File: src/rtl/mc_ctrl_if.sv
// mc_ctrl_if: control/status bundle between the multicycle
// controller (master) and its datapath (slave).
interface mc_ctrl_if;
  logic [5:0] opcode;
  logic [5:0] funct;
  logic       zero;
  logic       less_than;
  logic       overflow_flag;
  logic       mem_ready;
  logic [1:0] alu_sel;
  logic       alu_src_a;
  logic [1:0] alu_src_b;
  logic [1:0] ext_op;
  logic       pc_write;
  logic       ir_write;
  logic       reg_write;
  logic       mem_read;
  logic       mem_write;
  logic [1:0] pc_src;
  logic       reg_dst;
  logic [1:0] mem_to_reg;
  logic       slt_bit;
  logic [3:0] state;
  logic       ovf_exc;

  modport master (
    input  opcode, funct, zero, less_than,
    input  overflow_flag, mem_ready,
    output alu_sel, alu_src_a, alu_src_b, ext_op,
    output pc_write, ir_write, reg_write,
    output mem_read, mem_write, pc_src, reg_dst,
    output mem_to_reg, slt_bit, state, ovf_exc
  );

  modport slave (
    output opcode, funct, zero, less_than,
    output overflow_flag, mem_ready,
    input  alu_sel, alu_src_a, alu_src_b, ext_op,
    input  pc_write, ir_write, reg_write,
    input  mem_read, mem_write, pc_src, reg_dst,
    input  mem_to_reg, slt_bit, state, ovf_exc
  );
endinterface

File: src/rtl/mc_ctrl.sv
// mc_ctrl: multicycle MIPS-subset control FSM.
// Define OVERFLOW_TRAP_EN to add the add/sub overflow TRAP state.
module mc_ctrl (
  input logic        clk,
  input logic        rst_n,
  mc_ctrl_if.master  bus
);

`ifdef OVERFLOW_TRAP_EN
  typedef enum logic [3:0] {
    FETCH = 4'd0, DECODE = 4'd1, EXEC_R = 4'd2,
    R_WB = 4'd3, EXEC_I = 4'd4, I_WB = 4'd5,
    MEM_ADDR = 4'd6, MEM_RD = 4'd7, MEM_WB = 4'd8,
    MEM_WR = 4'd9, BRANCH = 4'd10, JUMP = 4'd11,
    TRAP = 4'd12
  } state_t;
`else
  typedef enum logic [3:0] {
    FETCH = 4'd0, DECODE = 4'd1, EXEC_R = 4'd2,
    R_WB = 4'd3, EXEC_I = 4'd4, I_WB = 4'd5,
    MEM_ADDR = 4'd6, MEM_RD = 4'd7, MEM_WB = 4'd8,
    MEM_WR = 4'd9, BRANCH = 4'd10, JUMP = 4'd11
  } state_t;
`endif

  localparam logic [5:0] OP_R   = 6'b000000;
  localparam logic [5:0] OP_ORI = 6'b001101;
  localparam logic [5:0] OP_LUI = 6'b001111;
  localparam logic [5:0] OP_LW  = 6'b100011;
  localparam logic [5:0] OP_SW  = 6'b101011;
  localparam logic [5:0] OP_BEQ = 6'b000100;
  localparam logic [5:0] OP_J   = 6'b000010;
  localparam logic [5:0] FN_ADDU = 6'b100001;
  localparam logic [5:0] FN_SUBU = 6'b100011;
  localparam logic [5:0] FN_SLT  = 6'b101010;
  localparam logic [5:0] FN_ADD  = 6'b100000;
  localparam logic [5:0] FN_SUB  = 6'b100010;

  state_t     st, nxt;
  logic [5:0] op_q, fn_q;
  logic       slt_q;

  logic r_fn_ok;
  logic dec_r, dec_i, dec_m, dec_b, dec_j;
  logic l_add, l_addu, l_slt, l_lui, l_lw;

  logic [1:0] alu_sel, alu_src_b, ext_op;
  logic [1:0] pc_src, mem_to_reg;
  logic       alu_src_a, reg_dst, mem_read;
  logic       pcw_c, irw_c, rw_c, mw_c, ovf_c;

  // Live decode selects the DECODE successor.
  assign r_fn_ok = (bus.funct == FN_ADDU) ||
                   (bus.funct == FN_SUBU) ||
                   (bus.funct == FN_SLT)  ||
                   (bus.funct == FN_ADD)  ||
                   (bus.funct == FN_SUB);
  assign dec_r = (bus.opcode == OP_R) && r_fn_ok;
  assign dec_i = (bus.opcode == OP_ORI) ||
                 (bus.opcode == OP_LUI);
  assign dec_m = (bus.opcode == OP_LW) ||
                 (bus.opcode == OP_SW);
  assign dec_b = (bus.opcode == OP_BEQ);
  assign dec_j = (bus.opcode == OP_J);

  assign l_add  = (fn_q == FN_ADD)  || (fn_q == FN_SUB);
  assign l_addu = (fn_q == FN_ADDU) || (fn_q == FN_ADD);
  assign l_slt  = (fn_q == FN_SLT);
  assign l_lui  = (op_q == OP_LUI);
  assign l_lw   = (op_q == OP_LW);

  always_ff @(posedge clk or negedge rst_n) begin
    if (!rst_n) begin
      st    <= FETCH;
      op_q  <= '0;
      fn_q  <= '0;
      slt_q <= 1'b0;
    end else begin
      st <= nxt;
      if (st == DECODE) begin
        op_q <= bus.opcode;
        fn_q <= bus.funct;
      end
      if (st == EXEC_R && l_slt)
        slt_q <= bus.less_than;
    end
  end

  always_comb begin
    nxt        = st;
    alu_sel    = 2'b00;
    alu_src_a  = 1'b0;
    alu_src_b  = 2'b00;
    ext_op     = 2'b00;
    pc_src     = 2'b00;
    mem_to_reg = 2'b00;
    reg_dst    = 1'b0;
    mem_read   = 1'b0;
    pcw_c      = 1'b0;
    irw_c      = 1'b0;
    rw_c       = 1'b0;
    mw_c       = 1'b0;
    ovf_c      = 1'b0;
    unique case (st)
      FETCH: begin
        mem_read  = 1'b1;
        alu_src_b = 2'b01;
        pcw_c     = bus.mem_ready;
        irw_c     = bus.mem_ready;
        if (bus.mem_ready) nxt = DECODE;
      end
      DECODE: begin
        alu_src_b = 2'b11;
        ext_op    = 2'b01;
        unique case (1'b1)
          dec_r:   nxt = EXEC_R;
          dec_i:   nxt = EXEC_I;
          dec_m:   nxt = MEM_ADDR;
          dec_b:   nxt = BRANCH;
          dec_j:   nxt = JUMP;
          default: nxt = FETCH;
        endcase
      end
      EXEC_R: begin
        alu_src_a = 1'b1;
        alu_sel   = l_addu ? 2'b00 : 2'b01;
        nxt       = R_WB;
`ifdef OVERFLOW_TRAP_EN
        if (l_add && bus.overflow_flag) nxt = TRAP;
`endif
      end
      R_WB: begin
        rw_c       = 1'b1;
        reg_dst    = 1'b1;
        mem_to_reg = l_slt ? 2'b10 : 2'b00;
        nxt        = FETCH;
      end
      EXEC_I: begin
        alu_src_a = 1'b1;
        alu_src_b = 2'b10;
        alu_sel   = 2'b10;
        ext_op    = l_lui ? 2'b10 : 2'b00;
        nxt       = I_WB;
      end
      I_WB: begin
        rw_c = 1'b1;
        nxt  = FETCH;
      end
      MEM_ADDR: begin
        alu_src_a = 1'b1;
        alu_src_b = 2'b10;
        ext_op    = 2'b01;
        nxt       = l_lw ? MEM_RD : MEM_WR;
      end
      MEM_RD: begin
        mem_read = 1'b1;
        if (bus.mem_ready) nxt = MEM_WB;
      end
      MEM_WB: begin
        rw_c       = 1'b1;
        mem_to_reg = 2'b01;
        nxt        = FETCH;
      end
      MEM_WR: begin
        mw_c = 1'b1;
        if (bus.mem_ready) nxt = FETCH;
      end
      BRANCH: begin
        alu_src_a = 1'b1;
        alu_sel   = 2'b01;
        pc_src    = 2'b01;
        pcw_c     = bus.zero;
        nxt       = FETCH;
      end
      JUMP: begin
        pc_src = 2'b10;
        pcw_c  = 1'b1;
        nxt    = FETCH;
      end
`ifdef OVERFLOW_TRAP_EN
      TRAP: begin
        ovf_c = 1'b1;
        nxt   = FETCH;
      end
`endif
      default: nxt = FETCH;
    endcase
  end

  // Write enables are held off combinationally while in reset.
  assign bus.pc_write   = pcw_c & rst_n;
  assign bus.ir_write   = irw_c & rst_n;
  assign bus.reg_write  = rw_c & rst_n;
  assign bus.mem_write  = mw_c & rst_n;
  assign bus.mem_read   = mem_read;
  assign bus.alu_sel    = alu_sel;
  assign bus.alu_src_a  = alu_src_a;
  assign bus.alu_src_b  = alu_src_b;
  assign bus.ext_op     = ext_op;
  assign bus.pc_src     = pc_src;
  assign bus.reg_dst    = reg_dst;
  assign bus.mem_to_reg = mem_to_reg;
  assign bus.slt_bit    = slt_q;
  assign bus.state      = st;
`ifdef OVERFLOW_TRAP_EN
  assign bus.ovf_exc    = ovf_c;
`else
  assign bus.ovf_exc    = 1'b0 & ovf_c;
`endif

endmodule

File: src/flat_wrapper.sv
// flat-port wrapper written by rule: the top's interface ports become plain ports
module mc_ctrl_flat 
  (clk, rst_n, bus_opcode, bus_funct, bus_zero, bus_less_than, bus_overflow_flag, bus_mem_ready, bus_alu_sel, bus_alu_src_a, bus_alu_src_b, bus_ext_op, bus_pc_write, bus_ir_write, bus_reg_write, bus_mem_read, bus_mem_write, bus_pc_src, bus_reg_dst, bus_mem_to_reg, bus_slt_bit, bus_state, bus_ovf_exc);
  mc_ctrl_if bus_i ();
  input logic clk;
  input logic rst_n;
  input wire logic [$bits(bus_i.opcode)-1:0] bus_opcode;
  input wire logic [$bits(bus_i.funct)-1:0] bus_funct;
  input wire logic [$bits(bus_i.zero)-1:0] bus_zero;
  input wire logic [$bits(bus_i.less_than)-1:0] bus_less_than;
  input wire logic [$bits(bus_i.overflow_flag)-1:0] bus_overflow_flag;
  input wire logic [$bits(bus_i.mem_ready)-1:0] bus_mem_ready;
  output wire logic [$bits(bus_i.alu_sel)-1:0] bus_alu_sel;
  output wire logic [$bits(bus_i.alu_src_a)-1:0] bus_alu_src_a;
  output wire logic [$bits(bus_i.alu_src_b)-1:0] bus_alu_src_b;
  output wire logic [$bits(bus_i.ext_op)-1:0] bus_ext_op;
  output wire logic [$bits(bus_i.pc_write)-1:0] bus_pc_write;
  output wire logic [$bits(bus_i.ir_write)-1:0] bus_ir_write;
  output wire logic [$bits(bus_i.reg_write)-1:0] bus_reg_write;
  output wire logic [$bits(bus_i.mem_read)-1:0] bus_mem_read;
  output wire logic [$bits(bus_i.mem_write)-1:0] bus_mem_write;
  output wire logic [$bits(bus_i.pc_src)-1:0] bus_pc_src;
  output wire logic [$bits(bus_i.reg_dst)-1:0] bus_reg_dst;
  output wire logic [$bits(bus_i.mem_to_reg)-1:0] bus_mem_to_reg;
  output wire logic [$bits(bus_i.slt_bit)-1:0] bus_slt_bit;
  output wire logic [$bits(bus_i.state)-1:0] bus_state;
  output wire logic [$bits(bus_i.ovf_exc)-1:0] bus_ovf_exc;
  assign bus_i.opcode = bus_opcode;
  assign bus_i.funct = bus_funct;
  assign bus_i.zero = bus_zero;
  assign bus_i.less_than = bus_less_than;
  assign bus_i.overflow_flag = bus_overflow_flag;
  assign bus_i.mem_ready = bus_mem_ready;
  assign bus_alu_sel = bus_i.alu_sel;
  assign bus_alu_src_a = bus_i.alu_src_a;
  assign bus_alu_src_b = bus_i.alu_src_b;
  assign bus_ext_op = bus_i.ext_op;
  assign bus_pc_write = bus_i.pc_write;
  assign bus_ir_write = bus_i.ir_write;
  assign bus_reg_write = bus_i.reg_write;
  assign bus_mem_read = bus_i.mem_read;
  assign bus_mem_write = bus_i.mem_write;
  assign bus_pc_src = bus_i.pc_src;
  assign bus_reg_dst = bus_i.reg_dst;
  assign bus_mem_to_reg = bus_i.mem_to_reg;
  assign bus_slt_bit = bus_i.slt_bit;
  assign bus_state = bus_i.state;
  assign bus_ovf_exc = bus_i.ovf_exc;
  mc_ctrl u_core (.clk(clk), .rst_n(rst_n), .bus(bus_i));
endmodule
File: config.mk
export PLATFORM = sky130hd
export DESIGN_NAME = mc_ctrl_flat
export DESIGN_NICKNAME = d
export VERILOG_FILES = /design/src/rtl/mc_ctrl_if.sv /design/src/rtl/mc_ctrl.sv /design/src/flat_wrapper.sv
export SDC_FILE = /design/constraint.sdc
export NUM_CORES = 1
export LEC_CHECK = 0
export CAP_MARGIN = 25
export CORE_MARGIN = 2
export CORE_UTILIZATION = 48
export CTS_CLUSTER_SIZE = 8
export DETAILED_ROUTE_END_ITERATION = 8
export PLACE_DENSITY = 0.95
export SLEW_MARGIN = 20
export SYNTH_ARGS = -nofsm -noshare
export SYNTH_HDL_FRONTEND = slang
export SYNTH_SLANG_ARGS = --single-unit
export TNS_END_PERCENT = 10
File: constraint.sdc
create_clock -name clk -period 5.3 [get_ports clk]
set_clock_uncertainty 0.2 [all_clocks]
set_input_delay 1.06 -clock clk [delete_from_list [all_inputs] [get_ports clk]]
set_output_delay 1.06 -clock clk [all_outputs]
set_load 0.02 [all_outputs]
-- Word-level counts from Yosys, hierarchy flattened
Index checks and enable logic that the tools add are counted.
- equal/unequal tests: 30
- multiplexer cells: 21
- bitwise operators: 4
- reductions and logical operators: 17
- operators by type and width (kind ; count):
    6-bit == test, second input constant ; 11
    4-bit case mux with 7 select lines ; 1
    4-bit case mux with 5 select lines ; 1
    6-bit by 4-bit == test with 1-bit output, second input constant ; 3
    4-bit by 3-bit == test with 1-bit output, second input constant ; 4
    4-bit == test, second input constant ; 4
    4-bit 2-to-1 mux ; 4
    2-bit case mux with 2 select lines ; 3
    2-bit case mux with 3 select lines ; 2
    4-bit by 2-bit == test with 1-bit output, second input constant ; 2
    1-bit logical OR ; 7
    1-bit 2-to-1 mux ; 7
    6-bit by 2-bit == test with 1-bit output, second input constant ; 1
    6-bit by 3-bit == test with 1-bit output, second input constant ; 1
    6-bit zero test ; 1
    2-bit != test, second input constant ; 3
    2-bit OR reduction ; 3
    1-bit bitwise AND ; 4
    4-bit by 1-bit == test with 1-bit output, second input constant ; 1
    4-bit zero test ; 1
    2-bit 2-to-1 mux ; 2
    4-bit OR reduction ; 1
    1-bit case mux with 3 select lines ; 1
    3-bit AND reduction ; 1
    2 further kinds ; 3
- bits in registers: 17
- output and inout bits: 23

-- Logic depth before layout (Yosys ltp)
Gate-level depths: netlist (run 1).
- depth after elaboration: 8
- depth in mapped cells: 6
- gate-level depth less buffers: 4

-- Worst setup path after synthesis (run 1)
OpenSTA, ideal clock, no wires.
- kind: input port to output port
- start: input bus_mem_ready
- end: output bus_ir_write
- data arrival time: 1.852 ns
- data required time: 4.040 ns
- slack: 2.188 ns
- cell stages on the path: 3
- path buffers: 1
- cell sequence: clkbuf_1 nand3_1 nor3_1
- word-level cells in the longest chain between the ends: 2
- ends and longest elaborated chain (what ; line ; text):
    start: declaration ; flat_wrapper.sv:12 ; input wire logic [$bits(bus_i.mem_ready)-1:0] bus_mem_ready;
    1-bit 2-to-1 mux ; mc_ctrl.sv:104 ; unique case (st)
    1-bit bitwise AND ; mc_ctrl.sv:192 ; assign bus.ir_write = irw_c & rst_n;
    end: declaration ; flat_wrapper.sv:18 ; output wire logic [$bits(bus_i.ir_write)-1:0] bus_ir_write;
No other way between the ends.

-- Worst setup path in the final report (run 1)
- start: input rst_n
- end: output bus_mem_write
- word-level cells in the longest chain between the ends: 1
- ends and longest elaborated chain (what ; line ; text):
    start: declaration ; flat_wrapper.sv:6 ; input logic rst_n;
    1-bit bitwise AND ; mc_ctrl.sv:194 ; assign bus.mem_write = mw_c & rst_n;
    end: declaration ; flat_wrapper.sv:21 ; output wire logic [$bits(bus_i.mem_write)-1:0] bus_mem_write;
No other way between the ends.

==> results of run 1 <==
==> where the power goes <==
group | switching [mW] | internal (mW) | leakage (nW) | total [mW]
logic | 0.161 | 0.208 | 0.370 | 0.370
registers | 0.0710 | 0.186 | 0.209 | 0.257
clock network | 0.0399 | 0.0293 | 0.0150 | 0.0693
total | 0.272 | 0.423 | 0.594 | 0.696
==> layer usage <==
metal,GRT usage (%),up-vias,wire length (µm)
met5,0,-,0
li1,-,516,-
met3,1.69,5,152
met1,26.2,508,1110
met4,6.41,0,44
met2,34.0,43,1250
==> area by class of cell <==
| type | count | share of cell area (%) |
|---|---|---|
| inverters | 3 | 0.729 |
| repair buffers | 39 | 25.1 |
| flip-flops and latches | 17 | 27.6 |
| well taps | 28 | 2.27 |
| multi-input cells | 95 | 42.6 |
| clock buffers | 4 | 1.70 |
==> state kept, by name (all words and copies together), names as in the netlist <==
signal              count
u_core.fn_q             6
u_core.op_q             6
u_core.bus.state        4
u_core.bus.slt_bit      1
==> final timing paths <==
path | start | to | slack, ns
setup / recovery | rst_n | bus_mem_write | 1.15
hold / removal | u_core.op_q[4] | u_core.op_q[4] | 0.31
setup reg to reg | u_core.bus.state[0] | u_core.bus.state[0] | 2.91
hold reg to reg | u_core.op_q[4] | u_core.op_q[4] | 0.31
max in group asynchronous | rst_n | u_core.bus.state[0] | 3.49
min in group asynchronous | rst_n | u_core.bus.slt_bit | 0.89
==> layout by cell type, fill, tap and decap left out, types with 3 or more instances in the layout <==
| master | count |
|---|---|
| sky130_fd_sc_hd__mux2_2 | 13 |
| sky130_fd_sc_hd__clkbuf_4 | 3 |
| sky130_fd_sc_hd__nand3b_1 | 4 |
| sky130_fd_sc_hd__nor2b_1 | 3 |
| sky130_fd_sc_hd__nand2b_1 | 5 |
| sky130_fd_sc_hd__nor2_1 | 11 |
| sky130_fd_sc_hd__inv_1 | 3 |
| sky130_fd_sc_hd__o21ai_0 | 5 |
| sky130_fd_sc_hd__dfrtp_1 | 17 |
| sky130_fd_sc_hd__a21oi_1 | 3 |
| sky130_fd_sc_hd__clkdlybuf4s50_1 | 38 |
| sky130_fd_sc_hd__nor3_1 | 6 |
| sky130_fd_sc_hd__nand2_1 | 9 |
| sky130_fd_sc_hd__nand3_1 | 4 |
==> kinds of logic after synthesis <==
group	share of synthesized area, %
compound gates	12.6
simple gates	28.2
other cells	0.325
xor+xnor	1.52
mux	14.4
flops	36.8
buf+inv	6.17
==> stage by stage <==
| stage | utilization (%) | hold WS, ns | instance area, µm² | worst slack (ns) | std cells |
|---|---|---|---|---|---|
| 6_report | 69.1 | 0.306 | 1540 | 1.15 | 186 |
| 2_1_floorplan | - | 0.271 | 1150 | 2.19 | 126 |
| 3_5_place_dp | 68.0 | 0.287 | 1520 | 1.12 | 182 |
| 4_1_cts | 69.1 | 0.308 | 1540 | 1.11 | 186 |
| 3_3_place_gp | 68.0 | 0.283 | 1520 | 1.16 | 182 |
| 5_1_grt | 69.1 | 0.324 | 1540 | 1.01 | 186 |
==> worst reg2reg max path: stages, from the launching register on <==
cell and delay, ns:
sky130_fd_sc_hd__dfrtp_1 0.73, sky130_fd_sc_hd__nor4b_4 0.80, sky130_fd_sc_hd__and2_1 0.29, sky130_fd_sc_hd__a31oi_1 0.11, sky130_fd_sc_hd__nor3_1 0.19
==> flow_results.org, run 1 <==
** Critical path
- Worst EP required :: around 4.0 ns
- Type of the setup path with the least slack :: input pin to primary output
- Together, buffers and inverters on the worst path number 3.
- Slowest cell delay on critical path :: 0.77 ns
- The worst register-to-register path has a depth of 4.
- Data arrival time of the critical path :: roughly 2.9 ns
- The critical path goes through clkdlybuf4s50_1, buf_4, and3_1, clkdlybuf4s50_1.
- Crit-path slowest cell :: sky130_fd_sc_hd__clkdlybuf4s50_1
- Peak fanout along the critical path :: 11
- Counting stages on the worst path, the most repeated cell is sky130_fd_sc_hd__clkdlybuf4s50_1.
- Among cell families on the critical path, the largest total delay comes from buffers and inverters.
- The critical path crosses 4 cells after its start point.
- STA classifies the critical path endpoint as a primary output.
- The worst setup path is launched from an input pin.

** Power and ir drop
- Maximum VDD drop :: approximately 0.31 mV
- For this design the ratio of total power to cell area is 451 nW/µm².
- Overall Power :: 0.696 mW
- Leakage power :: 0.594 nW

** Logic synthesis
- The number of nets in the synthesized netlist is 144.
- In this run the cell area of the synthesized design comes to ~1200 µm².
- Proportion of netlist area held by the largest area contributor :: 36.8%
- By area the synthesized netlist is led by sky130_fd_sc_hd__dfrtp_1, sky130_fd_sc_hd__mux2_2, sky130_fd_sc_hd__nor2_1.
- Syn_area_per_cell :: between 9 and 10 µm²
- In the synthesized netlist the dominant register cell turns out to be sky130_fd_sc_hd__dfrtp_1.
- Yosys instantiated no cell more often than sky130_fd_sc_hd__dfrtp_1.
- Yosys warning total :: 0
- Yosys mapped a number of flops with a built-in enable equal to 0.
- Distinct cell type count after synthesis :: 44
- Synthesis inferred 17 register bits.
- Share of synthesized flip-flops with an asynchronous set or reset :: 100%
- sky130_fd_sc_hd__dfrtp_1 takes more of the synthesized area than any other cell.
- Syn Inst Count :: 126
- Top cell types by occurrence after synthesis :: sky130_fd_sc_hd__dfrtp_1, sky130_fd_sc_hd__mux2_2, sky130_fd_sc_hd__nor2_1
- Register area share after synthesis :: 36.8%

** STA
- The number of endpoints with negative hold slack in the final report was 0.
- The worst pin sits at a relative slew slack of 44.4%.
- At the pin with the least slew margin, the transition time is 0.831 ns.
- Of the available clock period, the critical path in the final layout requires between 70% and 80%.
- Final-report max-slew violation count :: 0
- The worst path in the final design needs a cycle of approximately 4.1 ns, including I/O delays and setup.
- Adding up every negative setup slack in the final design gives 0 ns.
- Unrepaired setup endpoints after global routing :: no
- For this run, the top clock speed supported by timing is around 240 MHz.
- Setup violations remaining at the end of the flow were counted as 0.

** Clock network
- Clock-pin slew was measured on the worst setup and hold paths at 0.09 ns.
- Buffer depth of the longest clock path :: 2
- CTS tree :: yes
- Number of instances resized during post-cts repair :: 0
- Number of hold-repair buffers added at the cts stage :: 0
- In this run the post-CTS setup repair buffer count came out at 0.
- # clock sinks :: 17
- Number of buffers created by CTS :: 3
- Insertion delay to the later sink of the worst-skew pair :: 0.29 ns
- The tree is rooted in a sky130_fd_sc_hd__clkbuf_4.
- H-tree levels :: 1

** Drt
- DRC violations left :: 0
- In the routed layout, each cell is associated on average with a via count of 5.76.
- Number of iterations in the first detailed-routing pass :: 4
- DRC marker count from the first detailed-route iteration :: 19
- Post-route antenna net violation count :: 0
- Drt wl/cell :: 13.7 µm
- The routed layout has 1072 vias.
- For this block, the routed nets add up to 2550 µm of wire.

** Layout
- Area taken by flip-flops and latches :: 425 µm²
- 0 antenna diodes ended up in the layout.
- Net count, final :: 177
- Layout cell share with drive strength beyond 1 :: 13.3%
- Relative to the synthesized area, the layout overhead comes to 33.7%.
- Summing all multi-input logic gate instances after layout gives around 660 µm².
- Final-layout fill cell count :: 191

** Global routing
- Via count of the first global-routing pass :: 932
- For this run the aggregate overflow at the end of global routing stands at 0.
- The first global-routing pass estimated 4110 µm of wire.
- Largest net degree at the start of global routing :: 25
- Number of antenna violations at the first check in global routing :: 0
- GRT Total Usage :: 19.8%

** Die
- After floorplanning, the core was sized to cover 2230 µm².
- The floorplan step defined a die boundary enclosing 2810 µm².
- The floorplan step set the die width to 53.1 µm.
- Number of standard-cell rows in the floorplan :: 17
- Effective utilization at floorplan :: approximately half
- The die is approximately 53 µm tall.
- Number of top-level design ports :: between 40 and 50

** Flow run
- Across the run, the number of max-cap violations was 0.

** Hold path
- The path class of the tightest hold or removal check is register to register.
- Along the worst hold path, the cell count comes to 1.

** Placed design
- In this run the tool buffered the top-level ports with 38 buffer cells.
- HPWL Detailed :: between 1500 and 2000 µm
- At the end of routability-driven placement, the weighted congestion stood at 0.821.

** Outcome
- The flow ran to the end, and the final reports show no timing, DRC or antenna violations.
(Power assumes the default switching activity.)
==> run 2, diff against run 1 <==
--- a/config.mk
+++ b/config.mk
@@ -7,10 +7,10 @@
 export LEC_CHECK = 0
 export CAP_MARGIN = 25
 export CORE_MARGIN = 2
-export CORE_UTILIZATION = 48
+export CORE_UTILIZATION = 40
 export CTS_CLUSTER_SIZE = 8
 export DETAILED_ROUTE_END_ITERATION = 8
-export PLACE_DENSITY = 0.95
+export PLACE_DENSITY = 0.86
 export SLEW_MARGIN = 20
 export SYNTH_ARGS = -nofsm -noshare
 export SYNTH_HDL_FRONTEND = slang
==> constraint.sdc (replaced) <==
create_clock -name clk -period 3.5 [get_ports clk]
set_clock_uncertainty 0.2 [all_clocks]
set_input_delay 0.7 -clock clk [delete_from_list [all_inputs] [get_ports clk]]
set_output_delay 0.7 -clock clk [all_outputs]
set_load 0.02 [all_outputs]
==> run 2 against run 1 <==
Net effect:
- global-route usage decreased by 2.7 points
- sequential power rose by 47%
- combinational power grew 61%
- design area grew 1.7%
- flip-flop and latch count stayed put
- clock power rose by 56%
- core utilization decreased by 12 points
- via count shrank 1.7%
- die area up 18%
- count of clock-buffer cells in the layout unchanged
- register-to-register slack got worse by 1.5 ns
- critical endpoint is now bus_pc_write
- largest power group unchanged
==> flow_results.org, run 2 (synthesized netlist as in run 1, its figures left out) <==
** Critical path
- In this run the critical register-to-register path is captured at u_core.bus.state[0].
- Slack of the worst reg-to-reg path :: 1.38 ns
- The critical path is of the input pin to primary output type.
- STA classifies the critical path endpoint as a primary output.
- Peak fanout along the critical path :: 9
- In this run the critical register-to-register path is launched from u_core.bus.state[2].
- The worst setup path is launched from an input pin.
- Data arrives at the worst endpoint at between 2 and 2.5 ns.
- Counting cells, the worst reg-to-reg path comes to 6.
- Worst EP required :: 2.60 ns

** Die
- Number of top-level design ports :: between 40 and 50
- Area of the core :: 2760 µm²
- Row generation in the floorplan step produced 19 rows.
- Total die area :: ~3300 µm²
- Effective utilization at floorplan :: 41.9%
- From left edge to right edge, the die measures 57.7 µm.
- Die height :: 57.7 µm

** Hold path
- Along the worst hold path, the cell count comes to 1.
- For hold timing, the worst endpoint is u_core.op_q[4].
- Path category of the worst min-delay check :: register to register
- Worst hold path startpoint :: u_core.op_q[4]

** Layout
- Layout cell share with drive strength beyond 1 :: 14.9%
- The finished cells cover ~1600 µm².
- The repair_antennas step left the layout with diodes totalling 0.
- Once layout is complete, the utilization of the core stands at 56.9%.
- Most common cell after layout, fill and taps aside :: sky130_fd_sc_hd__clkdlybuf4s50_1
- Compared with the post-synthesis result, the final layout area differs by 36.0%.
- Finished Layout Cells :: 192
- The final layout contains 180 nets.
- Most frequent cells in the layout :: sky130_fd_sc_hd__clkdlybuf4s50_1, sky130_fd_sc_hd__dfrtp_1, sky130_fd_sc_hd__mux2_2

** Power and ir drop
- Sequential share of power :: between 30% and 40%
- Leakage power :: slightly above 0.6 nW
- The internal portion of the total power is around 0.66 mW.
- Overall Power :: ~1.1 mW
- Net load switching power :: 0.424 mW
- Maximum VDD drop :: 0.475 mV
- Combinational logic is responsible for between 50% and 60% of the overall power.
- For this design the ratio of total power to cell area is 689 nW/µm².
- Switching Share :: 39.2%
- Portion of total power attributed to the clock network :: 9.9%

** Placed design
- Pre-CTS setup slack :: 0.257 ns
- Routability-driven placement finished with a final weighted congestion of 0.838.
- In this run the tool buffered the top-level ports with 38 buffer cells.
- After detailed placement, the design holds a cell count of 188.
- Once detailed placement completed, the half-perimeter wirelength came to 2070 µm.
- Once placement finished, the instance area stood at 1540 µm².

** Drt
- The routed layout has 1054 vias.
- Routed wire length :: 2740 µm
- Mean number of vias per cell :: between 5 and 6
- Post-route antenna net violation count :: 0
- Number of iterations in the first detailed-routing pass :: 4
- DRC marker count from the first detailed-route iteration :: 33
- In the final routed layout, each cell accounts on average for 14.3 µm.
- In the routed design, unresolved DRC markers number 0.

** Clock network
- The clock passes through at most 2 buffers.
- CTS tree :: yes
- At the later pin of the worst-skew pair, clock insertion delay measures 0.29 ns.
- CTS built an H-tree with a depth of 1.
- Buffers inserted by post-CTS timing repair :: 0
- # clock sinks :: 17
- Number of buffers created by CTS :: 3
- Root cell of the clock tree :: sky130_fd_sc_hd__clkbuf_4
- After clock tree synthesis, the clock-pin slew on the worst setup and hold paths is 0.10 ns.
- Number of instances resized during post-cts repair :: 0
- After clock tree synthesis, the flow added hold-fix buffers numbering 0.

** STA
- Timing-limited maximum frequency :: 309 MHz
- On the final layout, the worst hold slack is 0.315 ns.
- After layout, the worst setup slack is 0.261 ns.
- Setup repair after global routing left no endpoint under its margin.
- Hold Vio Cnt, Final :: 0
- Setup violations remaining at the end of the flow were counted as 0.
- Final critical delay including setup and external delays :: 3.24 ns
- After layout, the worst path uses 92.5% of the clock period.
- At the pin with the least slew margin, the transition time is 0.626 ns.
- Adding up every negative setup slack in the final design gives 0 ns.
- Final-report max-slew violation count :: 0
- Relative max-transition margin :: 58.2%

** Global routing
- GRT Total Usage :: 17.0%
- Largest net degree at the start of global routing :: 20
- The first global-routing pass estimated between 4000 and 5000 µm of wire.
- The via count of the first global-routing pass is between 1000 and 1500.
- The number of antenna violations at the first check in global routing was 0.
- Total congestion overflow after global routing :: 0

** Flow run
- Reported max-cap violation count :: 0

** Outcome
- The flow ran to the end, and the final reports show no timing, DRC or antenna violations.
==> run 2: area by class of cell <==
class                      count  area [µm²]
timing repair buffer          42         410
sequential                    17         425
tap                           31        38.8
clock buffer                   4        26.3
fill                         265        1190
inverter                       3        11.3
multi-input combinational     95         658
==> run 2: worst max-delay path by stage <==
stage,from,to,slack [ns]
floorplan,u_core.bus.state[0],bus_reg_write,0.85
global placement,bus_mem_ready,bus_pc_write,0.31
detailed placement,bus_mem_ready,bus_pc_write,0.26
CTS,bus_mem_ready,bus_pc_write,0.25
global route,u_core.bus.state[1],bus_ext_op[1],0.14
finish,bus_mem_ready,bus_pc_write,0.26
==> run 2: power by group through the flow <==
stage	registers (mW)	logic (mW)	clock network, mW
after floorplan	0.345	0.427	0
after global placement	0.371	0.583	0
after detailed placement	0.380	0.600	0
after CTS	0.376	0.604	0.108
after global routing	0.391	0.649	0.116
final	0.378	0.597	0.108
==> run 2: layer usage <==
| layer | part of all wire [%] | vias up | track usage [%] |
|---|---|---|---|
| li1 | - | 517 | - |
| met1 | 42 | 495 | 20.8 |
| met2 | 51 | 34 | 30.4 |
| met3 | 5.0 | 8 | 2.01 |
| met4 | 2.2 | 0 | 6.98 |
| met5 | 0 | - | 0 |
==> run 2: worst max-delay path, stage by stage <==
cell and delay [ns]:
sky130_fd_sc_hd__clkdlybuf4s50_1 0.64, sky130_fd_sc_hd__nand2_1 0.09, sky130_fd_sc_hd__o21ai_0 0.15, sky130_fd_sc_hd__and3b_1 0.17, sky130_fd_sc_hd__clkdlybuf4s50_1 0.59
==> run 3, diff against run 2 <==
--- a/config.mk
+++ b/config.mk
@@ -5,12 +5,13 @@
 export SDC_FILE = /design/constraint.sdc
 export NUM_CORES = 1
 export LEC_CHECK = 0
-export CAP_MARGIN = 25
 export CORE_MARGIN = 2
 export CORE_UTILIZATION = 40
+export CTS_CLUSTER_DIAMETER = 60
 export CTS_CLUSTER_SIZE = 8
 export DETAILED_ROUTE_END_ITERATION = 8
 export PLACE_DENSITY = 0.86
+export RECOVER_POWER = 50
 export SLEW_MARGIN = 20
 export SYNTH_ARGS = -nofsm -noshare
 export SYNTH_HDL_FRONTEND = slang
==> run 3 against run 2 <==
Net effect:
- setup slack lost 0.011 ns
- combinational power decreased by 3%
- cell count unchanged
- fmax shrank 0.33%
- register-to-register slack got worse by 0.52 ns
- critical path depth is 1 lower
- first-iteration DRC count down 27%
- core utilization fell by 0.95 points
- design area fell by 1.7%
==> flow_results.org, run 3 (synthesized netlist as in run 1, its figures left out) <==
** Critical path
- Setup crit start kind :: input pin
- STA puts the critical path data arrival time at 2.35 ns.
- The worst setup path is captured at a primary output.
- Peak fanout along the critical path :: 8
- Worst EP required :: 2.60 ns
- The critical path in this run is classified as input pin to primary output.

** STA
- Relative max-transition margin :: between 40% and 50%
- The worst path uses 92.9% of the clock period.
- Timing-limited maximum frequency :: 308 MHz
- For the final routed database, the setup TNS stands at 0 ns.
- The number of endpoints with negative hold slack in the final report was 0.
- The worst path meets setup with 0.250 ns of slack.
- Setup repair after global routing left no endpoint under its margin.
- Setup violations remaining at the end of the flow were counted as 0.
- Final critical delay including setup and external delays :: 3.25 ns
- Final-report max-slew violation count :: 0
- For the pin with the worst max-slew slack, the measured transition is 0.761 ns.

** Die
- Effective utilization at floorplan :: between 40% and 50%
- Number of top-level design ports :: 41
- The total area inside the core boundary comes to 2760 µm².
- Die height :: 57.7 µm
- Measured along the x axis, the die boundary spans just under 60 µm.
- The floorplan step defined a die boundary enclosing around 3300 µm².
- The initialized floorplan defines 19 standard-cell rows.

** Clock network
- In this run, CTS created clock tree buffers numbering 3.
- The cell sitting at the root of the clock tree is a sky130_fd_sc_hd__clkbuf_4.
- The clock drives 17 sinks.
- After clock tree synthesis, the clock-pin slew on the worst setup and hold paths is 0.11 ns.
- CTS tree :: yes
- Number of hold-repair buffers added at the cts stage :: 0
- Once the clock tree was built, the setup fixing pass inserted 0 buffers.
- In this run the deepest clock path goes through 2 buffers.
- Number of instances resized during post-cts repair :: 0
- H-tree levels :: 1
- Insertion delay to the later sink of the worst-skew pair :: 0.29 ns

** Outcome
- The run finished with clean final reports.

** Placed design
- In this run the tool buffered the top-level ports with 38 buffer cells.
- Pre-CTS setup slack :: 0.257 ns
- The congestion estimate from routability-driven global placement came to 0.838.
- Detailed placement ended at an HPWL of 2070 µm.

** Power and ir drop
- Of the total power, the clock network draws 10.2%.
- Power Dens Cells :: approximately 690 nW/µm²
- Summed over all nets, the switching power comes to 0.421 mW.
- Part of the total power dissipated in combinational logic :: 54.5%
- The worst-case IR drop observed on VDD is 0.474 mV.
- In this run the static leakage power is 0.592 nW.
- Sequential share of power :: 35.3%
- The internal power of the cells totals 0.642 mW.
- Net switching is 39.6% of the power.

** Flow run
- Reported max-cap violation count :: 0

** Layout
- Area taken by flip-flops and latches :: 425 µm²
- Most frequent cells in the layout :: sky130_fd_sc_hd__clkdlybuf4s50_1, sky130_fd_sc_hd__dfrtp_1, sky130_fd_sc_hd__mux2_2
- The library cell used most frequently in the layout, excluding fill and tap cells, is sky130_fd_sc_hd__clkdlybuf4s50_1.
- Net count, final :: 180
- Final-layout fill cell count :: between 200 and 300
- Diode insertion count for antenna repair :: 0
- From synthesis to final layout, the design area changed by 33.7%.
- Area occupied by multi-input gates :: 643 µm²
- Layout cell share with drive strength beyond 1 :: 12.4%

** Global routing
- After global routing the overflow that remains totals 0.
- Via count of the first global-routing pass :: 1028
- GRT Total Usage :: 17.0%
- Largest net degree at the start of global routing :: 20
- The number of antenna violations at the first check in global routing came to 0.
- The first global-routing pass estimated 4510 µm of wire.

** Drt
- For this run, the detailed router's first-pass iteration total came to 4.
- In the final routed layout, each cell accounts on average for about 14 µm.
- DRC violations left :: 0
- Vias after detailed routing :: around 1100
- In this run the remaining antenna-violating nets after routing total 0.
- After detailed routing, the total wire length is about 2800 µm.
- Mean number of vias per cell :: ~5.5
- After the first detailed-routing iteration, the DRC count stood at 24.

** Hold path
- Path category of the worst min-delay check :: register to register
-- run 3: path summary, 6_finish.rpt --
check,startpoint,end,slack (ns),depth (start not counted)
worst max-delay path,rst_n,bus_ir_write,0.25,4
worst min-delay path,u_core.fn_q[5],u_core.fn_q[5],0.31,1
worst max register to register,u_core.bus.state[2],u_core.bus.state[0],0.86,6
worst min register to register,u_core.fn_q[5],u_core.fn_q[5],0.31,1
max in group asynchronous,rst_n,u_core.op_q[0],1.55,2
min in group asynchronous,rst_n,u_core.bus.state[1],0.54,1
-- run 3: power groups by stage --
| stage | combinational [mW] | clock, mW | sequential, mW |
|---|---|---|---|
| after CTS | 0.604 | 0.108 | 0.376 |
| after global routing | 0.633 | 0.116 | 0.389 |
| after floorplan | 0.427 | 0 | 0.345 |
| final | 0.580 | 0.108 | 0.375 |
| after detailed placement | 0.600 | 0 | 0.380 |
| after global placement | 0.583 | 0 | 0.371 |
-- run 3: metal layers --
layer	vias to the layer above	wire length (µm)	global-route usage, %
li1	517	-	-
met1	497	1160	20.8
met2	33	1390	30.4
met3	8	138	2.01
met4	0	62	6.98
met5	-	0	0
-- run 3: worst max-delay path, stage by stage --
cell and delay, ns:
sky130_fd_sc_hd__dlygate4sd3_1 0.76, sky130_fd_sc_hd__nand3_1 0.12, sky130_fd_sc_hd__nor3_1 0.14, sky130_fd_sc_hd__clkdlybuf4s50_1 0.63
-- run 3: layout make-up --
type                       count  share of cell area [%]
clock buffer                   4                    1.70
inverter                       3                   0.729
multi-input combinational     95                    41.7
sequential                    17                    27.6
tap                           31                    2.51
timing repair buffer          42                    25.9
-- run 3: per-stage QoR --
| step | power [mW] | util [%] | hold WS (ns) | cells | area [µm²] |
|---|---|---|---|---|---|
| after detailed placement | 0.981 | 56.0 | 0.293 | 188 | 1540 |
| after CTS | 1.09 | 56.9 | 0.317 | 192 | 1570 |
| after global routing | 1.14 | 56.0 | 0.347 | 192 | 1540 |
| final | 1.06 | 56.0 | 0.314 | 192 | 1540 |
| after global placement | 0.954 | 56.0 | 0.283 | 188 | 1540 |
| after floorplan | 0.772 | - | 0.204 | 126 | 1150 |
